[config.mk]
export PLATFORM = sky130hd
export DESIGN_NAME = convolution_controller
export DESIGN_NICKNAME = d
export VERILOG_FILES = /design/src/rtl/convolution_controller.sv
export SDC_FILE = /design/constraint.sdc
export NUM_CORES = 1
export LEC_CHECK = 0
export ABC_AREA = 0
export BUFFER_PORTS_ARGS = -buffer_cell sky130_fd_sc_hd__buf_2
export CORE_MARGIN = 2
export CORE_UTILIZATION = 60
export DETAILED_ROUTE_END_ITERATION = 8
export PLACE_DENSITY = 0.84
export SLEW_MARGIN = 10
export SYNTH_ARGS = -nofsm -noshare
export SYNTH_HDL_FRONTEND = slang
export SYNTH_SLANG_ARGS = --single-unit
[constraint.sdc]
create_clock -name clk -period 3 [get_ports clk]
set_clock_uncertainty 0.15 [all_clocks]
set_input_delay 0.9 -clock clk [delete_from_list [all_inputs] [get_ports clk]]
set_output_delay 0.9 -clock clk [all_outputs]
set_load 0.02 [all_outputs]
[src/rtl/convolution_controller.sv]
// Frame sequencer for the 3x3 convolution datapath: loads pixels into the
// input FIFO, pops them through the window buffer, collects window results in
// the output FIFO and drains them to the downstream consumer.
module convolution_controller #(
  parameter int IMG_WIDTH  = 28,
  parameter int IMG_HEIGHT = 28,
  parameter int OUT_DEPTH  = 16,
  parameter int CNT_W      = 10
) (
  input  logic clk,
  input  logic reset,
  input  logic start,
  input  logic in_valid,
  output logic in_ready,
  input  logic out_ready,
  output logic out_valid,
  output logic valid_in,
  output logic pp1,
  output logic oe,
  output logic pp2,
  output logic win_en,
  input  logic full_fifo1,
  input  logic empty_fifo1,
  input  logic ful_fifo2,
  input  logic empty_fifo2,
  output logic busy,
  output logic done,
  output logic err
);

  localparam int OCC_W = $clog2(OUT_DEPTH + 1);
  localparam logic [CNT_W-1:0] TOTAL_PIX = CNT_W'(IMG_WIDTH * IMG_HEIGHT);
  localparam logic [CNT_W-1:0] TOTAL_OUT = CNT_W'((IMG_WIDTH - 2) * (IMG_HEIGHT - 2));
  localparam logic [CNT_W-1:0] LAST_COL  = CNT_W'(IMG_WIDTH - 1);
  localparam logic [CNT_W-1:0] OCC_LIMIT = CNT_W'(OUT_DEPTH);
  localparam logic [CNT_W-1:0] ONE       = CNT_W'(1);
  localparam logic [CNT_W-1:0] TWO       = CNT_W'(2);

  typedef enum logic [2:0] {
    IDLE   = 3'd0,
    LOAD   = 3'd1,
    CONV   = 3'd2,
    FLUSH  = 3'd3,
    UNLOAD = 3'd4,
    DONE   = 3'd5
  } state_t;

  state_t state, next_state;

  logic [CNT_W-1:0] in_cnt;
  logic [CNT_W-1:0] col;
  logic [CNT_W-1:0] row;
  logic [CNT_W-1:0] out_cnt;
  logic [OCC_W-1:0] occ;
  logic [CNT_W-1:0] occ_sum;
  logic             tag0;
  logic             tag1;
  logic             push_in;
  logic             pop_in;
  logic             push_out;
  logic             pop_out;
  logic             window_hit;

  // The popped pixel closes a 3x3 window once two full rows and two columns precede it.
  assign window_hit = (row >= TWO) && (col >= TWO);
  assign busy       = (state != IDLE);

  // Next-state decode and FIFO strobes; results still in the tag pipe count against output space.
  always_comb begin
    next_state = state;
    in_ready   = 1'b0;
    push_in    = 1'b0;
    pop_in     = 1'b0;
    pop_out    = 1'b0;
    done       = 1'b0;
    occ_sum    = CNT_W'(occ) + CNT_W'(tag0) + CNT_W'(tag1);
    case (state)
      IDLE: begin
        if (start) next_state = LOAD;
      end
      LOAD: begin
        in_ready = !full_fifo1 && (in_cnt < TOTAL_PIX);
        push_in  = in_valid && in_ready;
        if (full_fifo1 || (in_cnt == TOTAL_PIX)) next_state = CONV;
      end
      CONV: begin
        if (!empty_fifo1 && (occ_sum < OCC_LIMIT)) pop_in = 1'b1;
        else next_state = FLUSH;
      end
      FLUSH: begin
        if (!tag0 && !tag1) next_state = UNLOAD;
      end
      UNLOAD: begin
        pop_out = out_ready && !empty_fifo2;
        if (empty_fifo2 && !out_valid) begin
          if (out_cnt == TOTAL_OUT) next_state = DONE;
          else if (!empty_fifo1)    next_state = CONV;
          else                      next_state = LOAD;
        end
      end
      DONE: begin
        done       = 1'b1;
        next_state = IDLE;
      end
      default: next_state = IDLE;
    endcase
    push_out = tag1;
    valid_in = push_in || pop_in;
    pp1      = push_in;
    oe       = push_out || pop_out;
    pp2      = push_out;
  end

  // State register.
  always_ff @(posedge clk) begin
    if (reset) state <= IDLE;
    else       state <= next_state;
  end

  // Frame counters and output occupancy; all cleared on the way back to IDLE.
  always_ff @(posedge clk) begin
    if (reset || (state == DONE)) begin
      in_cnt  <= '0;
      col     <= '0;
      row     <= '0;
      out_cnt <= '0;
      occ     <= '0;
    end else begin
      if (push_in) in_cnt <= in_cnt + ONE;
      if (pop_in) begin
        if (col == LAST_COL) begin
          col <= '0;
          row <= row + ONE;
        end else begin
          col <= col + ONE;
        end
      end
      if (pop_out) out_cnt <= out_cnt + ONE;
      if (push_out && !pop_out)      occ <= occ + OCC_W'(1);
      else if (pop_out && !push_out) occ <= occ - OCC_W'(1);
    end
  end

  // Window shift follows each pop by one cycle; window tags ride two stages to the push.
  always_ff @(posedge clk) begin
    if (reset) begin
      win_en    <= 1'b0;
      tag0      <= 1'b0;
      tag1      <= 1'b0;
      out_valid <= 1'b0;
    end else begin
      win_en    <= pop_in;
      tag0      <= pop_in && window_hit;
      tag1      <= tag0;
      out_valid <= pop_out;
    end
  end

  // Sticky error when a push is issued against a full FIFO.
  always_ff @(posedge clk) begin
    if (reset) err <= 1'b0;
    else if ((push_in && full_fifo1) || (push_out && ful_fifo2)) err <= 1'b1;
  end

endmodule

# [Word level (Yosys, flattened, before mapping)]
# Cells that the tools add are included.
[word_totals] ff_bits=53 input_bits=9 wordCells=82 out_inout_bits=10
[op_classes] muxes=17 add_sub_neg=8 n_eq_ne=13 n_reduce_logical=29 magnitude_cmp=4
[op_table] operator="$add A10 B1 Y10 const B" count=4
[op_table] operator="$eq A10 B10 Y1 const B" count=2
[op_table] operator="$ge A10 B2 Y1 const B" count=2
[op_table] operator="$mux W3" count=6
[op_table] operator="$pmux W3 S5" count=1
[op_table] operator="$logic_and A1 B1 Y1" count=12
[op_table] operator="$eq A10 B5 Y1 const B" count=1
[op_table] operator="$lt A10 B10 Y1 const B" count=1
[op_table] operator="$mux W10" count=1
[op_table] operator="$mux W5" count=2
[op_table] operator="$ne A2 B2 Y1 const B" count=5
[op_table] operator="$add A6 B1 Y7" count=1
[op_table] operator="$logic_not A1 Y1" count=7
[op_table] operator="$lt A7 B5 Y1 const B" count=1
[op_table] operator="$add A5 B1 Y6" count=1
[op_table] operator="$eq A3 B2 Y1 const B" count=2
[op_table] operator="$eq A3 B3 Y1 const B" count=2
[op_table] operator="$mux W1" count=6
[op_table] operator="$add A5 B1 Y5 const B" count=1
[op_table] operator="$logic_or A1 B1 Y1" count=5
[op_table] operator="$reduce_and A5 Y1" count=1
[op_table] operator="$sub A5 B1 Y5 const B" count=1
[op_table] operator="$eq A3 B1 Y1 const B" count=1
[op_table] operator="$logic_not A3 Y1" count=1
[op_table] operator="other kinds (4)" count=4

# [Longest topological paths before layout]
# Gate-level depths: netlist of run 1.
[depth] ltp_word=7 ltp_mapped=13

# [Least setup slack after synthesis of run 1]
# No wires, ideal clock.
[synth_path] kind="input to output" from="input port full_fifo1" to="output port in_ready" arrival_time_ns=1.824 stages=2 t_required_ns=1.950 slack_ns=0.126 cell_sequence="or4b_2 nor2_1"
[synth_between] elab_chain_cells=3
[synth_rtl] item="start, declared" line="22" rtl="input logic full_fifo1,"
[synth_rtl] item="$logic_not A1 Y1" line="82" rtl="in_ready = !full_fifo1 && (in_cnt < TOTAL_PIX);"
[synth_rtl] item="$logic_and A1 B1 Y1" line="82"
[synth_rtl] item="$mux W1" line="77" rtl="case (state)"
[synth_rtl] item="end, declared" line="14" rtl="output logic in_ready,"
# No other way between the ends.

# [Final worst setup path of run 1]
# Same ends and word-level chain as after synthesis.

==> impl_metrics.yaml, run 1 <==
status:
  outcome: "finished, final reports clean"
critical_path:
  path_cells: "buf_2 > or4b_2 > nor2_2 > buf_4"
  crit_required_ns: 1.95
  criticalPathCategory: "in -> out"
  slowest_stage: "or4b_2"
  path_buf_inv: 2
  r2r-start: "state[2]$_SDFFE_PP0P_"
  critPathArrivalTime_ns: 1.89
  critPathTopFamily: "simple AND/OR/NAND/NOR gates"
  ff2ff_path_depth: 11
  rrSetupSlack_ns: 0.38
  slowest_delay_ns: 0.64
  worst-path-max-fanout: 2
  cp-start-kind: "input pin"
  r2r_end: "occ[4]$_SDFFE_PP0P_"
  endpoint_kind: "output pin"
global_routing:
  antenna_found_initial: 0
  grt_start_max_net_pins: 35
  grt_pass1_vias: 2198
  grt-ovfl-total: 0
  grtUsageTotal_pct: 22.4
  grt_first_pass_wirelength_mm: 9.39
die:
  core.rowCount: 25
  die-area_um2: 5290
  io_pins: 19
  die_h_um: 72.7
  die_w_um: 72.7
  core_um2: 4630
  start_util_pct: 61.2
cts:
  clkSinkCount: 53
  cts_setup_buffers: 0
  clock_tree.buffer_depth: 2
  path_clk_slew_ns: 0.09
  cts_root_buffer: "clkbuf_8"
  cts_tree: "done"
  cts_buffers: 5
  htreeDepth: 2
  insertion_delay_ns: 0.32
synthesis:
  muxShareOfSynthArea_pct: 1.06
  yosysWarnings: 0
  synth_area_leader_cell: "dfxtp_1"
  synth_nets: 352
  avgSynthCellArea_um2: 8.64
  synth_most_common_cell: "dfxtp_1"
  synthXorXnorAreaFrac_pct: 9.89
  synthTopCellsByCount: "dfxtp_1 (53), nor2_1 (50), xnor2_1 (24)"
  synth-simple-area-share_pct: 31.3
  synth_top_family_by_area: "simple AND/OR/NAND/NOR gates"
  ys_dominant_reg_cell: "dfxtp_1"
  synth_area_leaders: "dfxtp_1 (37%), xnor2_1 (7.4%), nor2_1 (6.6%), ha_1 (6.2%), nand2_1 (2.9%)"
  synth_edf_count: 0
  synth-seq-area-share_pct: 37.4
  synth_top_cell_area_share_pct: 37.4
  synth_compound_gate_area_share_pct: 8.52
  synthCells: 328
  ys_async_sr_fraction_pct: 0
  ys_types: 49
  synthesis.area_um2: 2830
  synth-seq-cells: 53
  synthAdderAreaFrac_pct: 6.89
drt:
  via_per_inst: 5.77
  vias: 2326
  drt-total-wl_mm: 5.47
  drc: 0
  antenna_left: 0
  drtIter0Drc: 121
  firstDrtPassIters: 4
  post_drt_wl_per_cell_um: 13.6
timing:
  rsz0062_at_grt: "no"
  finalCritPeriodShare_pct: 98.1
  fin_tns_setup_ns: 0
  setup_ws_ns: 0.0585
  setup_viol: 0
  tightest_slew_ns: 0.782
  final_hold_viol_count: 0
  maxSlewHeadroom_pct: 47.9
  drv_slew: 0
  timing.fmax_mhz: 340
  fin_crit_ns: 2.94
cells_and_area:
  post-route-util_pct: 66.2
  area_growth_syn_to_layout_pct: 8.21
  n_antenna_cell: 0
  fin_cells: 403
  drive_gt1_share_pct: 14.3
  final_nets: 372
placed_design:
  dp_cells: 395
  io_buffers: 18
  gp_congestion: 0.851
  pre_cts_ws_ns: 0.0428
  dp.final_hpwl_mm: 3.96
min_path:
  worst_hold_path_type: "reg -> reg"
  hp-start: "err$_SDFFE_PP0P_"
  holdPathStages: 2
  min_to: "err$_SDFFE_PP0P_"
pwr:
  ir_worst_vdd_v: 0.000241
  power_density_nw_per_um2: 477
  power_mw: 1.46
  power_leakage_nw: 1.10
run:
  max_cap_violations: 0
==> sequential cells by signal, indices dropped and copies added, names as in the netlist <==
signal	flops
in_cnt	10
col	10
state	3
row	10
out_cnt	10
out_valid	1
win_en	1
pp2	1
tag0	1
occ	5
err	1
==> worst max path at each step <==
stage / from / endpoint / slack [ns] / depth (start not counted)
finish: full_fifo1 / in_ready / 0.06 / 4
global route: full_fifo1 / in_ready / 0.004 / 4
CTS: full_fifo1 / in_ready / 0.04 / 4
detailed placement: full_fifo1 / in_ready / 0.04 / 4
global placement: full_fifo1 / in_ready / 0.05 / 4
floorplan: full_fifo1 / in_ready / 0.13 / 2
==> cell type report <==
type                            count  area, µm²
Clock inverter                      2       15.0
Multi-Input combinational cell    244       1640
Timing Repair Buffer               24        138
Tap cell                           54       67.6
Clock buffer                        6       72.6
Fill cell                         383       1560
Sequential cell                    53       1060
Inverter                           20       75.1
==> worst min-delay path, delay by kind of cell (launching register included) <==
kind | cells | cell delay, ns
AOI/OAI and AO/OA | 1 | 0.04
DFF | 1 | 0.33
and+or+nand+nor | 1 | 0.07
==> metal layers <==
| layer | share of wire [%] | global-route usage [%] | wire (µm) |
|---|---|---|---|
| met5 | 0 | 0 | 0 |
| met1 | 44 | 27.5 | 2420 |
| met3 | 3.5 | 4.56 | 193 |
| met4 | 1.5 | 8.44 | 81 |
| met2 | 51 | 38.6 | 2780 |
==> logic make-up (layout without fill, tap and decap cells) <==
kind of cell | Yosys count | in the layout
simple gates | 156 | 156
mux | 3 | 3
xor+xnor | 32 | 32
buf+inv | 31 | 52
flops | 53 | 53
fa+ha+maj | 15 | 15
compound gates | 38 | 38
==> cells in the final DEF (no fill, tap or decap), types with 10 or more instances in the layout <==
| cell | instances |
|---|---|
| xnor2_1 | 24 |
| a21oi_1 | 15 |
| inv_1 | 20 |
| nor2_1 | 49 |
| or3_1 | 10 |
| ha_1 | 14 |
| nand2_1 | 22 |
| nand3_1 | 14 |
| dfxtp_1 | 53 |
| buf_2 | 17 |
==> timing repair <==
| item | in CTS | in global routing |
|---|---|---|
| hold buffers | 0 | 0 |
| gates resized for setup | 0 | 2 |
| endpoints found under the setup margin | 0 | 1 |
==> per-stage QoR <==
stage	instance area (µm²)	hold WS (ns)
after floorplan	2830	0.305
final	3070	0.325
after detailed placement	2970	0.309
after CTS	3060	0.333
after global routing	3070	0.360
after global placement	2970	0.291
==> where the power goes <==
group	switching, mW	leakage (nW)	total [mW]	internal (mW)
logic	0.178	0.634	0.312	0.134
clock network	0.241	0.0374	0.406	0.165
registers	0.0172	0.427	0.745	0.728
total	0.437	1.10	1.46	1.03
(Power assumes the default switching activity.)
==> run 2, diff against run 1 <==
==> constraint.sdc (replaced) <==
create_clock -name clk -period 3 [get_ports clk]
set_clock_uncertainty 0.15 [all_clocks]
set_input_delay 0.6 -clock clk [delete_from_list [all_inputs] [get_ports clk]]
set_output_delay 0.6 -clock clk [all_outputs]
set_load 0.02 [all_outputs]
==> impl_metrics.yaml, run 2 (synthesis gave the netlist of run 1 again) <==
global_routing:
  grt_start_max_net_pins: 35
  grt_pass1_vias: 2056
  grt-ovfl-total: 0
  grtUsageTotal_pct: 21.5
  antenna_found_initial: 0
  grt_first_pass_wirelength_mm: 8.93
timing:
  tightest_slew_ns: 0.769
  drv_slew: 0
  timing.fmax_mhz: 380
  setup_viol: 0
  finalCritPeriodShare_pct: 87.8
  rsz0062_at_grt: "no"
  final_hold_viol_count: 0
  maxSlewHeadroom_pct: 48.7
  fin_crit_ns: 2.63
  setup_ws_ns: 0.366
  fin_tns_setup_ns: 0
pwr:
  power_density_nw_per_um2: 473
  power_leakage_nw: 1.09
  clockPowerShare_pct: 27.7
  ir_worst_vdd_v: 0.000297
  net-switching-power_mw: 0.424
  seq_power_share_pct: 51.6
  combPwrFrac_pct: 20.7
  cell_internal_pwr_mw: 1.02
  sw_frac_of_total_pct: 29.4
cells_and_area:
  drive_gt1_share_pct: 13.5
  area_growth_syn_to_layout_pct: 7.51
  n_antenna_cell: 0
  final_nets: 370
  finalInstanceArea_um2: 3050
  fillCellCount: 407
  final_common_cell: "dfxtp_1"
  final_cell_mix: "dfxtp_1 (53), nor2_1 (50), xnor2_1 (24), nand2_1 (22), inv_1 (20)"
drt:
  post_drt_wl_per_cell_um: 13.4
  antenna_left: 0
  highest_layer: "met4"
  drt-total-wl_mm: 5.36
  drtIter0Drc: 119
  vias: 2283
  wl_met3_um: 108
  firstDrtPassIters: 4
  via_per_inst: 5.69
  drc: 0
  wl_met2_mm: 2.65
  met1_length_mm: 2.51
die:
  core_um2: 4630
  core.rowCount: 25
  io_pins: 19
  die-area_um2: 5290
  die_w_um: 72.7
  die_h_um: 72.7
  start_util_pct: 61.2
cts:
  clkSinkCount: 53
  clock_tree.buffer_depth: 2
  path_clk_slew_ns: 0.09
  cts_setup_buffers: 0
  cts_tree: "done"
  cts_buffers: 5
  cts_hold_buffers: 0
  htreeDepth: 2
  cts_resized: 0
  cts_root_buffer: "clkbuf_8"
  insertion_delay_ns: 0.31
min_path:
  worst_hold_path_type: "reg -> reg"
placed_design:
  pre_cts_ws_ns: 0.354
  placed_area_um2: 2960
  io_buffers: 18
  dp.final_hpwl_mm: 3.86
  gp_congestion: 0.837
critical_path:
  path_cells: "nor3b_1 > and3b_1 > inv_1 > ha_1 > fa_1 > nor2b_1 > o21ai_0 > nor2b_1 > o21ai_0 > mux2i_1"
  criticalPathCategory: "reg -> reg"
  endpoint_kind: "flop"
  path_depth: 10
  worst-path-max-fanout: 4
  cp-start-kind: "flop"
  r2r-start: "state[2]$_SDFFE_PP0P_"
  crit_end: "occ[4]$_SDFFE_PP0P_"
  slowest_stage: "fa_1"
  critPathTopFamily: "simple AND/OR/NAND/NOR gates"
  rrSetupSlack_ns: 0.37
  slowest_delay_ns: 0.42
  critPathArrivalTime_ns: 2.73
  ff2ff_path_depth: 10
  crit_required_ns: 3.09
  critPathLaunch: "state[2]$_SDFFE_PP0P_"
  path_buf_inv: 1
  r2r_end: "occ[4]$_SDFFE_PP0P_"
run:
  max_cap_violations: 0
status:
  outcome: "finished, final reports clean"
==> run 2: worst reg2reg max path: stages, from the launching register on <==
cell     delay, ns
dfxtp_1       0.34
nor3b_1       0.30
and3b_1       0.22
inv_1         0.09
ha_1          0.23
fa_1          0.42
nor2b_1       0.15
o21ai_0       0.12
nor2b_1       0.15
o21ai_0       0.21
mux2i_1       0.19
==> run 2: routing by layer <==
metal  vias up  GRT usage [%]
li1       1178              -
met1      1080           25.5
met2        19           37.8
met3         6           4.14
met4         0           8.85
met5         -              0
==> run 2: worst min-delay path by stage <==
stage                            from                     end  cells after the start
2_1_floorplan  in_cnt[9]$_SDFFE_PP0P_  in_cnt[9]$_SDFFE_PP0P_                      2
3_3_place_gp         err$_SDFFE_PP0P_        err$_SDFFE_PP0P_                      2
3_5_place_dp         err$_SDFFE_PP0P_        err$_SDFFE_PP0P_                      2
4_1_cts              err$_SDFFE_PP0P_        err$_SDFFE_PP0P_                      2
5_1_grt           occ[4]$_SDFFE_PP0P_     occ[4]$_SDFFE_PP0P_                      2
6_report             err$_SDFFE_PP0P_        err$_SDFFE_PP0P_                      2
==> run 2: metrics by stage <==
stage          power (mW)  util, %  hold slack [ns]  cells
2_1_floorplan       0.985        -            0.305    328
3_3_place_gp         1.05     63.9            0.291    393
3_5_place_dp         1.06     63.9            0.310    393
4_1_cts              1.46     65.8            0.331    401
5_1_grt              1.52     65.8            0.375    401
6_report             1.44     65.8            0.329    401
==> run 2: layout make-up <==
cell class / count / area [µm²] / area share [%]
multi-input cells: 244 / 1640 / 53.7
flip-flops and latches: 53 / 1060 / 34.8
repair buffers: 22 / 120 / 3.94
inverters: 20 / 75.1 / 2.46
clock buffers: 6 / 72.6 / 2.38
well taps: 54 / 67.6 / 2.22
clock inverters: 2 / 15.0 / 0.493
==> run 2: power groups by stage <==
| stage | logic, mW | registers [mW] | clock network, mW |
|---|---|---|---|
| after detailed placement | 0.297 | 0.761 | 0 |
| after CTS | 0.298 | 0.745 | 0.413 |
| after global routing | 0.330 | 0.749 | 0.439 |
| final | 0.298 | 0.745 | 0.399 |
| after global placement | 0.292 | 0.760 | 0 |
| after floorplan | 0.219 | 0.766 | 0 |
==> run 3, diff against run 2 <==
--- a/config.mk
+++ b/config.mk
@@ -7,10 +7,12 @@
 export LEC_CHECK = 0
 export ABC_AREA = 0
 export BUFFER_PORTS_ARGS = -buffer_cell sky130_fd_sc_hd__buf_2
+export CELL_PAD_IN_SITES_DETAIL_PLACEMENT = 1
+export CELL_PAD_IN_SITES_GLOBAL_PLACEMENT = 2
 export CORE_MARGIN = 2
-export CORE_UTILIZATION = 60
+export CORE_UTILIZATION = 33
 export DETAILED_ROUTE_END_ITERATION = 8
-export PLACE_DENSITY = 0.84
+export PLACE_DENSITY = 0.79
 export SLEW_MARGIN = 10
 export SYNTH_ARGS = -nofsm -noshare
 export SYNTH_HDL_FRONTEND = slang
==> constraint.sdc (replaced) <==
create_clock -name clk -period 2.3 [get_ports clk]
set_clock_uncertainty 0.15 [all_clocks]
set_input_delay 0.46 -clock clk [delete_from_list [all_inputs] [get_ports clk]]
set_output_delay 0.46 -clock clk [all_outputs]
set_load 0.02 [all_outputs]
==> impl_metrics.yaml, run 3 (synthesis gave the netlist of run 1 again) <==
placed_design:
  placed_area_um2: 3130
  gp_congestion: 0.806
  dp.final_hpwl_mm: 4.76
  io_buffers: 18
  pre_cts_ws_ns: -0.00316
  dp_cells: 454
cts:
  clock_tree.buffer_depth: 2
  htreeDepth: 2
  insertion_delay_ns: 0.30
  clkSinkCount: 53
  cts_root_buffer: "clkbuf_8"
  cts_tree: "done"
  path_clk_slew_ns: 0.10
  cts_buffers: 5
  cts_hold_buffers: 0
drt:
  firstDrtPassIters: 4
  antenna_left: 0
  drtIter0Drc: 64
  post_drt_wl_per_cell_um: 14.1
  drt-total-wl_mm: 6.57
  drc: 0
  vias: 2351
  via_per_inst: 5.03
pwr:
  power_leakage_nw: 1.18
  power_density_nw_per_um2: 588
  power_mw: 1.95
  ir_worst_vdd_v: 0.000294
die:
  core_um2: 8260
  die_w_um: 96.7
  die-area_um2: 9350
  core.rowCount: 33
  start_util_pct: 34.3
  die_h_um: 96.7
  io_pins: 19
timing:
  finalCritPeriodShare_pct: 96.7
  fin_crit_ns: 2.22
  hold_ws_ns: 0.237
  final_hold_viol_count: 0
  rsz0062_at_grt: "yes"
  maxSlewHeadroom_pct: 73.5
  drv_slew: 0
  setup_viol: 0
  setup_ws_ns: 0.0751
  tightest_slew_ns: 0.394
  timing.fmax_mhz: 449
critical_path:
  slowest_delay_ns: 0.37
  path_buf_inv: 3
  cp-start-kind: "flop"
  worst-path-max-fanout: 12
  critPathArrivalTime_ns: 1.61
  endpoint_kind: "output pin"
  criticalPathCategory: "reg -> out"
  path_cells: "buf_4 > nor4b_4 > o211ai_4 > inv_1 > buf_2"
  critPathTopFamily: "buffers and inverters"
  slowest_stage: "dfxtp_1"
  crit_required_ns: 1.69
global_routing:
  grt_first_pass_wirelength_mm: 11.4
  grt-ovfl-total: 0
  antenna_found_initial: 0
  met1_usage_pct: 18.7
  grt_start_max_net_pins: 20
  grt_pass1_vias: 2435
  grt-busiest-layer: "met2"
  use_met2_pct: 25.1
  use_met3_pct: 2.89
  grtUsageTotal_pct: 14.4
cells_and_area:
  fin_cells: 467
  finalInstanceArea_um2: 3320
  n_antenna_cell: 0
  final_common_cell: "dfxtp_1"
  area_growth_syn_to_layout_pct: 17.0
  final_nets: 387
  final_cell_mix: "dfxtp_1 (51), nor2_1 (49), xnor2_1 (24), nand2_1 (22), buf_4 (21)"
  drive_gt1_share_pct: 22.1
status:
  outcome: "finished, final reports clean"
min_path:
  worst_hold_path_type: "in -> reg"
run:
  max_cap_violations: 0
[run 3: worst paths after layout]
kind	depth (start not counted)	end	startpoint	slack, ns
max	5	pp1	state[0]$_SDFFE_PP0P_	0.08
min	3	err$_SDFFE_PP0P_	ful_fifo2	0.24
max reg2reg	10	occ[4]$_SDFFE_PP0P_	state[1]$_SDFFE_PP0P_	0.09
min reg2reg	2	err$_SDFFE_PP0P_	err$_SDFFE_PP0P_	0.32
[run 3: layout make-up]
| class | instances | area, µm² |
|---|---|---|
| Clock buffer | 5 | 68.8 |
| Clock inverter | 1 | 5.00 |
| Sequential cell | 53 | 1060 |
| Timing Repair Buffer | 39 | 260 |
| Multi-Input combinational cell | 244 | 1710 |
| Tap cell | 105 | 131 |
| Fill cell | 987 | 4940 |
| Inverter | 20 | 80.1 |
[run 3: what timing repair did]
action                     CTS  global route
gates cloned                 0             0
setup endpoints to repair    4             7
pin swaps                    1             6
buffers inserted             1             6
gates resized for setup      6            11
[run 3: layer usage]
metal / wire (µm) / part of all wire [%] / vias to the layer above
met1: 3190 / 49 / 1138
li1: - / - / 1199
met3: 96 / 1.5 / 2
met5: 0 / 0 / -
met2: 3250 / 49 / 12
met4: 40 / 0.61 / 0
[run 3: worst reg2reg max path: cells and delay by family (launching register included)]
kind | cells | cell delay, ns
fa+ha+maj | 2 | 0.52
flops | 1 | 0.34
buf+inv | 1 | 0.04
simple gates | 4 | 0.72
mux | 1 | 0.19
compound gates | 2 | 0.20
[run 3: through the flow]
step,utilization (%),setup TNS (ns)
after floorplan,-,-0.00629
after global placement,38.0,0
after detailed placement,38.0,-0.00316
after CTS,39.2,0
after global routing,40.2,-0.0770
final,40.2,0
[run 3: power breakdown]
group | switching, mW | total, mW | internal [mW]
combinational | 0.251 | 0.461 | 0.210
clock | 0.308 | 0.510 | 0.202
sequential | 0.0277 | 0.978 | 0.951
